### config.mk
export PLATFORM = sky130hd
export DESIGN_NAME = uart_mmio_fifo
export DESIGN_NICKNAME = d
export VERILOG_FILES = /design/src/rtl/uart_mmio_fifo.sv
export SDC_FILE = /design/constraint.sdc
export NUM_CORES = 1
export LEC_CHECK = 0
export ABC_CLOCK_PERIOD_IN_PS = 4000
export BUFFER_PORTS_ARGS = -buffer_cell sky130_fd_sc_hd__buf_2
export CAP_MARGIN = 30
export CORE_MARGIN = 2
export CORE_UTILIZATION = 40
export DETAILED_ROUTE_END_ITERATION = 12
export PLACE_DENSITY_LB_ADDON = 0.05
export SYNTH_ARGS = -nofsm -noshare
export SYNTH_HDL_FRONTEND = slang
export SYNTH_SLANG_ARGS = --single-unit
### constraint.sdc
create_clock -name clk -period 4 [get_ports clk]
set_input_delay 0.8 -clock clk [delete_from_list [all_inputs] [get_ports clk]]
set_output_delay 0.8 -clock clk [all_outputs]
set_load 0.01 [all_outputs]
### src/rtl/uart_mmio_fifo.sv
// Memory-mapped UART with TX/RX FIFOs, programmable divisor and parity.
// Bus reads are combinational; the interrupt request is a registered level.
module uart_mmio_fifo #(
    parameter int CLK_FREQ   = 11059200,
    parameter int BAUD       = 115200,
    parameter int FIFO_DEPTH = 16,
    parameter int DIV_W      = 16
) (
    input  logic        clk,
    input  logic        rst_n,
    input  logic        ce_i,
    input  logic        we_i,
    input  logic [3:0]  addr_i,
    input  logic [31:0] data_i,
    input  logic [3:0]  sel_i,
    output logic [31:0] data_o,
    output logic        int_o,
    output logic        txd,
    input  logic        rxd
);

    localparam int AW = $clog2(FIFO_DEPTH);
    localparam logic [DIV_W-1:0] DIV_RST = DIV_W'(CLK_FREQ / BAUD);
    localparam logic [DIV_W-1:0] ONE     = 1;
    localparam logic [DIV_W-1:0] DIV_MIN = 2;
    localparam logic [AW:0]      PTR_ONE = 1;

    typedef enum logic [2:0] {TX_IDLE, TX_START, TX_DATA, TX_PAR, TX_STOP} tx_state_t;
    typedef enum logic [2:0] {RX_IDLE, RX_START, RX_DATA, RX_PAR, RX_STOP, RX_WAIT} rx_state_t;

    // ---------------- bus decode and registers ----------------
    logic [1:0]       word;
    logic             wr_data, wr_stat, wr_ctrl, wr_div, rd_data;
    logic [3:0]       ctrl;
    logic [DIV_W-1:0] div, div_merge;
    logic             rx_overrun, frame_err, parity_err;
    logic             unused;

    assign word    = addr_i[3:2];
    assign wr_data = ce_i & we_i & (word == 2'd0) & sel_i[0];
    assign wr_stat = ce_i & we_i & (word == 2'd1) & sel_i[0];
    assign wr_ctrl = ce_i & we_i & (word == 2'd2) & sel_i[0];
    assign wr_div  = ce_i & we_i & (word == 2'd3) & (|sel_i[1:0]);
    assign rd_data = ce_i & ~we_i & (word == 2'd0);
    assign unused  = ^{addr_i[1:0], data_i[31:DIV_W], sel_i[3:2]};

    always_comb begin
        div_merge = div;
        if (sel_i[0]) div_merge[7:0] = data_i[7:0];
        if (sel_i[1]) div_merge[DIV_W-1:8] = data_i[DIV_W-1:8];
    end

    always_ff @(posedge clk or negedge rst_n) begin
        if (!rst_n) begin
            ctrl <= '0;
            div  <= DIV_RST;
        end else begin
            if (wr_ctrl) ctrl <= data_i[3:0];
            if (wr_div)  div  <= (div_merge < DIV_MIN) ? DIV_MIN : div_merge;
        end
    end

    // ---------------- TX FIFO ----------------
    logic [7:0] tx_mem [FIFO_DEPTH];
    logic [AW:0] tx_wp, tx_rp;
    logic        tx_empty, tx_full, tx_push, tx_pop;
    logic [7:0]  tx_head;

    assign tx_empty = (tx_wp == tx_rp);
    assign tx_full  = (tx_wp[AW] != tx_rp[AW]) && (tx_wp[AW-1:0] == tx_rp[AW-1:0]);
    assign tx_push  = wr_data & (~tx_full | tx_pop);
    assign tx_head  = tx_mem[tx_rp[AW-1:0]];

    always_ff @(posedge clk or negedge rst_n) begin
        if (!rst_n) begin
            tx_wp <= '0;
            tx_rp <= '0;
        end else begin
            if (tx_push) tx_wp <= tx_wp + PTR_ONE;
            if (tx_pop)  tx_rp <= tx_rp + PTR_ONE;
        end
    end

    always_ff @(posedge clk) begin
        if (tx_push) tx_mem[tx_wp[AW-1:0]] <= data_i[7:0];
    end

    // ---------------- TX FSM ----------------
    tx_state_t        tx_state, tx_state_n;
    logic [DIV_W-1:0] tx_cnt, tx_div;
    logic [2:0]       tx_bit;
    logic [7:0]       tx_shift;
    logic             tx_pen, tx_par, tx_end, tx_idle;

    assign tx_end  = (tx_cnt == tx_div - ONE);
    assign tx_idle = tx_empty & (tx_state == TX_IDLE);

    always_comb begin
        tx_state_n = tx_state;
        tx_pop     = 1'b0;
        case (tx_state)
            TX_IDLE:  if (!tx_empty) begin
                          tx_pop     = 1'b1;
                          tx_state_n = TX_START;
                      end
            TX_START: if (tx_end) tx_state_n = TX_DATA;
            TX_DATA:  if (tx_end && tx_bit == 3'd7) tx_state_n = tx_pen ? TX_PAR : TX_STOP;
            TX_PAR:   if (tx_end) tx_state_n = TX_STOP;
            TX_STOP:  if (tx_end) begin
                          // Chain straight into the next frame when more data is queued.
                          if (!tx_empty) begin
                              tx_pop     = 1'b1;
                              tx_state_n = TX_START;
                          end else begin
                              tx_state_n = TX_IDLE;
                          end
                      end
            default:  tx_state_n = TX_IDLE;
        endcase
    end

    always_ff @(posedge clk or negedge rst_n) begin
        if (!rst_n) begin
            tx_state <= TX_IDLE;
            tx_cnt   <= '0;
            tx_div   <= DIV_RST;
            tx_bit   <= '0;
            tx_shift <= '0;
            tx_pen   <= 1'b0;
            tx_par   <= 1'b0;
            txd      <= 1'b1;
        end else begin
            tx_state <= tx_state_n;
            if (tx_pop) begin
                tx_shift <= tx_head;
                tx_div   <= div;
                tx_pen   <= ctrl[2];
                tx_par   <= (^tx_head) ^ ctrl[3];
                tx_cnt   <= '0;
                tx_bit   <= '0;
                txd      <= 1'b0;
            end else if (tx_state != TX_IDLE) begin
                if (tx_end) begin
                    tx_cnt <= '0;
                    case (tx_state)
                        TX_START: txd <= tx_shift[0];
                        TX_DATA: begin
                            tx_bit   <= tx_bit + 3'd1;
                            tx_shift <= tx_shift >> 1;
                            if (tx_bit == 3'd7) txd <= tx_pen ? tx_par : 1'b1;
                            else                txd <= tx_shift[1];
                        end
                        default:  txd <= 1'b1;
                    endcase
                end else begin
                    tx_cnt <= tx_cnt + ONE;
                end
            end
        end
    end

    // ---------------- RX synchroniser ----------------
    logic [1:0] rx_sync;
    logic       rx_s, rx_prev, rx_fall;

    assign rx_s    = rx_sync[1];
    assign rx_fall = rx_prev & ~rx_s;

    always_ff @(posedge clk or negedge rst_n) begin
        if (!rst_n) begin
            rx_sync <= 2'b11;
            rx_prev <= 1'b1;
        end else begin
            rx_sync <= {rx_sync[0], rxd};
            rx_prev <= rx_s;
        end
    end

    // ---------------- RX FIFO ----------------
    logic [7:0] rx_mem [FIFO_DEPTH];
    logic [AW:0] rx_wp, rx_rp;
    logic        rx_nonempty, rx_full, rx_push_req, rx_push, rx_pop, set_ovr;
    logic [7:0]  rx_head, rx_shift;

    assign rx_nonempty = (rx_wp != rx_rp);
    assign rx_full     = (rx_wp[AW] != rx_rp[AW]) && (rx_wp[AW-1:0] == rx_rp[AW-1:0]);
    assign rx_pop      = rd_data & rx_nonempty;
    assign rx_push     = rx_push_req & (~rx_full | rx_pop);
    assign set_ovr     = rx_push_req & rx_full & ~rx_pop;
    assign rx_head     = rx_mem[rx_rp[AW-1:0]];

    always_ff @(posedge clk or negedge rst_n) begin
        if (!rst_n) begin
            rx_wp <= '0;
            rx_rp <= '0;
        end else begin
            if (rx_push) rx_wp <= rx_wp + PTR_ONE;
            if (rx_pop)  rx_rp <= rx_rp + PTR_ONE;
        end
    end

    always_ff @(posedge clk) begin
        if (rx_push) rx_mem[rx_wp[AW-1:0]] <= rx_shift;
    end

    // ---------------- RX FSM ----------------
    rx_state_t        rx_state, rx_state_n;
    logic [DIV_W-1:0] rx_cnt, rx_div;
    logic [2:0]       rx_bit;
    logic             rx_pen, rx_podd, rx_end, rx_mid, set_frm, set_par;

    assign rx_end = (rx_cnt == rx_div - ONE);
    assign rx_mid = (rx_cnt == (rx_div >> 1) - ONE);

    always_comb begin
        rx_state_n  = rx_state;
        rx_push_req = 1'b0;
        set_frm     = 1'b0;
        set_par     = 1'b0;
        case (rx_state)
            RX_IDLE:  if (rx_fall) rx_state_n = RX_START;
            RX_START: if (rx_mid) rx_state_n = rx_s ? RX_IDLE : RX_DATA;
            RX_DATA:  if (rx_end && rx_bit == 3'd7) rx_state_n = rx_pen ? RX_PAR : RX_STOP;
            RX_PAR:   if (rx_end) begin
                          rx_state_n = RX_STOP;
                          set_par    = rx_s != ((^rx_shift) ^ rx_podd);
                      end
            RX_STOP:  if (rx_end) begin
                          if (rx_s) begin
                              rx_push_req = 1'b1;
                              rx_state_n  = RX_IDLE;
                          end else begin
                              set_frm    = 1'b1;
                              rx_state_n = RX_WAIT;
                          end
                      end
            RX_WAIT:  if (rx_s) rx_state_n = RX_IDLE;
            default:  rx_state_n = RX_IDLE;
        endcase
    end

    always_ff @(posedge clk or negedge rst_n) begin
        if (!rst_n) begin
            rx_state <= RX_IDLE;
            rx_cnt   <= '0;
            rx_div   <= DIV_RST;
            rx_bit   <= '0;
            rx_shift <= '0;
            rx_pen   <= 1'b0;
            rx_podd  <= 1'b0;
        end else begin
            rx_state <= rx_state_n;
            case (rx_state)
                RX_IDLE: if (rx_fall) begin
                    rx_div  <= div;
                    rx_pen  <= ctrl[2];
                    rx_podd <= ctrl[3];
                    rx_cnt  <= '0;
                    rx_bit  <= '0;
                end
                RX_START: rx_cnt <= rx_mid ? '0 : rx_cnt + ONE;
                RX_DATA: begin
                    if (rx_end) begin
                        rx_cnt   <= '0;
                        rx_shift <= {rx_s, rx_shift[7:1]};
                        rx_bit   <= rx_bit + 3'd1;
                    end else begin
                        rx_cnt <= rx_cnt + ONE;
                    end
                end
                RX_PAR, RX_STOP: rx_cnt <= rx_end ? '0 : rx_cnt + ONE;
                default: rx_cnt <= '0;
            endcase
        end
    end

    // ---------------- sticky flags and interrupt ----------------
    always_ff @(posedge clk or negedge rst_n) begin
        if (!rst_n) begin
            rx_overrun <= 1'b0;
            frame_err  <= 1'b0;
            parity_err <= 1'b0;
            int_o      <= 1'b0;
        end else begin
            // A new event in the same cycle as a clear keeps the flag set.
            rx_overrun <= set_ovr | (rx_overrun & ~(wr_stat & data_i[3]));
            frame_err  <= set_frm | (frame_err  & ~(wr_stat & data_i[4]));
            parity_err <= set_par | (parity_err & ~(wr_stat & data_i[5]));
            int_o      <= (ctrl[0] & rx_nonempty) | (ctrl[1] & tx_idle);
        end
    end

    always_comb begin
        data_o = '0;
        if (ce_i) begin
            case (word)
                2'd0: if (rx_nonempty) data_o = {24'b0, rx_head};
                2'd1: data_o = {26'b0, parity_err, frame_err, rx_overrun,
                                tx_idle, ~tx_full, rx_nonempty};
                2'd2: data_o = {28'b0, ctrl};
                default: data_o = {{(32-DIV_W){1'b0}}, div};
            endcase
        end
    end

endmodule

==> results.sh <==
export IMPL_hold_buffers=0
export IMPL_dpl_instance_area_um2=20000
export IMPL_rows=79
export IMPL_root_buffer="clkbuf_16"
export IMPL_die_area_um2=48900
export IMPL_postSynthAreaPerCell_um2=13.9
export IMPL_grt_pass1_wl_um=71200
export IMPL_die_h_um=221
export IMPL_post_cts_setup_buffers=0
export IMPL_vias_per_cell=5.41
export IMPL_max_slew_margin_rel=0.457
export IMPL_finalHoldViolCount=0
export IMPL_regArea_um2=11300
export IMPL_place_gp_congestion=0.828
export IMPL_fin_worst_skew_ps=19.3
export IMPL_initialDrtViolationCount=672
export IMPL_synthFlopType="edfxtp_1"
export IMPL_antenna_found_initial=4
export IMPL_io_buffers=42
export IMPL_core_um2=46600
export IMPL_drtAntennaViolNets=0
export IMPL_cp_slowest_cell="a211oi_1"
export IMPL_fin_setup_tns_ps=0
export IMPL_endpoint_kind="output pin"
export IMPL_yosysSeqAreaShare=0.600
export IMPL_path_max_fanout=7
export IMPL_numCtsBuffers=45
export IMPL_route_vias_total=11200
export IMPL_clkLatencyLatePin_ps=580
export IMPL_place_hpwl_um=31200
export IMPL_drive_above_1_share=0.246
export IMPL_vdd_drop_max_mv=0.364
export IMPL_multiInputGateArea_um2=7020
export IMPL_rsz0062_at_grt="no"
export IMPL_grt_pass1_vias=11200
export IMPL_die_w_um=221
export IMPL_clk_pin_slew_ps=60
export IMPL_routed_wl_um=46300
export IMPL_syn_to_final_growth_pct=13.7
export IMPL_power_leakage_uw=0.00805
export IMPL_setup_ws_ps=143
export IMPL_min_period_ps=3860
export IMPL_grt_max_degree=81
export IMPL_cts_tree="done"
export IMPL_nFillCells=4180
export IMPL_synth_edff_count=256
export IMPL_drt_first_pass_iters=5
export IMPL_crit_path_cell_trace="xor2_1, nor4_2, nand2_1, nor2_1, a221oi_1, a211oi_1, buf_2"
export IMPL_fmax_mhz=259
export IMPL_critPathArrivalTime_ps=3060
export IMPL_cts_buffer_depth=3
export IMPL_cp_data_required_time_ps=3200
export IMPL_place_inst=1988
export IMPL_drv_slew=0
export IMPL_finalCritPeriodShare=0.964
export IMPL_dp_worst_setup_slack_ps=210
export IMPL_htree_levels=2
export IMPL_postSynth_asyncResetShare=0.360
export IMPL_grt_total_usage=0.191
export IMPL_yosys_warnings=0
export IMPL_synthCells=1352
export IMPL_ys_ff_latch=400
export IMPL_overflow=0
export IMPL_worst_pin_slew_ps=814
export IMPL_wl_per_cell_um=22.3
export IMPL_criticalPathCategory="reg -> out"
export IMPL_fin_nets=1492
export IMPL_slowest_delay_ps=550
export IMPL_stdcell_count=2072
export IMPL_powerDensity_nw_per_um2=659
export IMPL_drcViolationCount=0
export IMPL_setup_viol=0
export IMPL_initial_core_util=0.405
export IMPL_status="finished, final reports clean"
export IMPL_final_area_um2=21400
export IMPL_ios=79
export IMPL_syn_cell_area_um2=18800
export IMPL_numClockSinks=400
export IMPL_hold_path_class="in -> async"
export IMPL_synthDistinctLibCells=81
export IMPL_drv_cap=0
export IMPL_critPathLaunchType="flop"
[through the flow]
stage          total power, µW  hold slack [ps]  utilization
4_1_cts                  14300              290        0.460
2_1_floorplan             8860              345            -
5_1_grt                  14900              292        0.460
6_report                 14100              283        0.460
3_3_place_gp             10100              347        0.429
3_5_place_dp             10200              351        0.429
[logic make-up (layout without fill, tap and decap cells)]
group / Yosys count / count (layout) / share of synthesized area
adders and majority gates: 19 / 19 / 0.0126
and+or+nand+nor: 367 / 367 / 0.106
DFF: 400 / 400 / 0.600
other: 1 / 18 / 0.000199
buffers and inverters: 129 / 225 / 0.0317
muxes: 160 / 160 / 0.141
AOI/OAI and AO/OA: 176 / 176 / 0.0608
xor gates and xnor gates: 100 / 100 / 0.0476
[power breakdown]
part	switching, µW	internal, µW
combinational	2440	2170
clock	1680	2350
sequential	624	4850
[cells in the mapped netlist (5+ instances only)]
cell type  number  share of area
o21ai_0        56          0.015
nor2b_1        19         0.0063
a21oi_1        34         0.0090
xor2_1         34          0.016
buf_2           7         0.0019
buf_1           9         0.0018
mux2_2         74          0.044
nand4_1        13         0.0043
xnor2_1        64          0.030
dfstp_2        10          0.014
nor4_1         20         0.0066
a22oi_1        14         0.0056
or4_1           6         0.0024
nor2_1         77          0.015
clkbuf_1       53          0.011
and3_1         29         0.0096
mux4_2         76          0.091
a31oi_1        17         0.0056
nor4b_1         5         0.0023
buf_4          18         0.0072
dfrtp_1       134           0.18
a211oi_1        5         0.0020
buf_6           5         0.0030
nor3_1         27         0.0072
nand2b_1       15         0.0050
nand2_1        71          0.014
mux2i_1         6         0.0032
edfxtp_1      256           0.41
and2_1         14         0.0046
nand3_1        23         0.0061
inv_1          36         0.0072
ha_1           19          0.013
or3_1          17         0.0056
[sequential cells by signal, indices dropped and copies added, names as in the netlist, 2 cells and up]
signal / count
div: 16
rx_sync: 2
rx_wp: 5
tx_wp: 5
rx_div: 16
tx_rp: 5
rx_state: 3
rx_shift: 8
tx_mem: 128
rx_rp: 5
tx_shift: 8
rx_mem: 128
rx_bit: 3
rx_cnt: 16
tx_cnt: 16
tx_div: 16
ctrl: 4
tx_state: 3
tx_bit: 3
[critical path: cells and delay by family, from the launching register on]
kind,cells,cell delay (ps)
DFF,1,470
xor gates and xnor gates,1,210
buffers and inverters,1,240
and+or+nand+nor,3,880
AOI/OAI and AO/OA,2,690
[path summary, 6_finish.rpt]
kind | end | slack [ps] | depth (start not counted) | startpoint
worst max register to register | tx_mem[5][6] | 360 | 12 | tx_div[1]
min in group clk | rx_sync[0] | 320 | 1 | rxd
worst max-delay path | data_o[2] | 140 | 7 | tx_wp[3]
worst min-delay path | div[13] | 280 | 1 | rst_n
worst min register to register | rx_sync[1] | 360 | 0 | rx_sync[0]
max in group asynchronous | rx_sync[0] | 2830 | 2 | rst_n
[routing by layer]
metal / vias up / routed length [µm] / global-route usage
met4: 2 / 1720 / 0.0732
met2: 221 / 21100 / 0.292
li1: 5244 / - / -
met5: - / 11 / 0
met1: 5651 / 21100 / 0.268
met3: 85 / 2370 / 0.0400
[layout make-up]
type / count / share of cell area
tap: 607 / 0.0354
sequential: 400 / 0.528
multi-input combinational: 838 / 0.328
antenna: 2 / 0.000234
clock inverter: 26 / 0.0113
clock buffer: 56 / 0.0550
inverter: 37 / 0.00648
timing repair buffer: 106 / 0.0360
[repair_timing]
action / 4_1_cts / 5_1_grt
hold endpoints to repair: 0 / 0
endpoints found under the setup margin: 0 / 13
gates resized for setup: 0 / 5
[cell usage in the layout, fill, tap and decap left out, types with 27 or more instances in the layout]
cell and count:
o21ai_0 56, buf_2 41, edfxtp_1 256, xor2_1 34, buf_4 57, nand2_1 71
clkbuf_16 45, mux2_2 74, nor2_1 76, a21oi_1 34, mux4_2 76, xnor2_1 64
dfrtp_1 131, and3_1 29, inv_1 36, nor3_1 27
(Power assumes the default switching activity.)
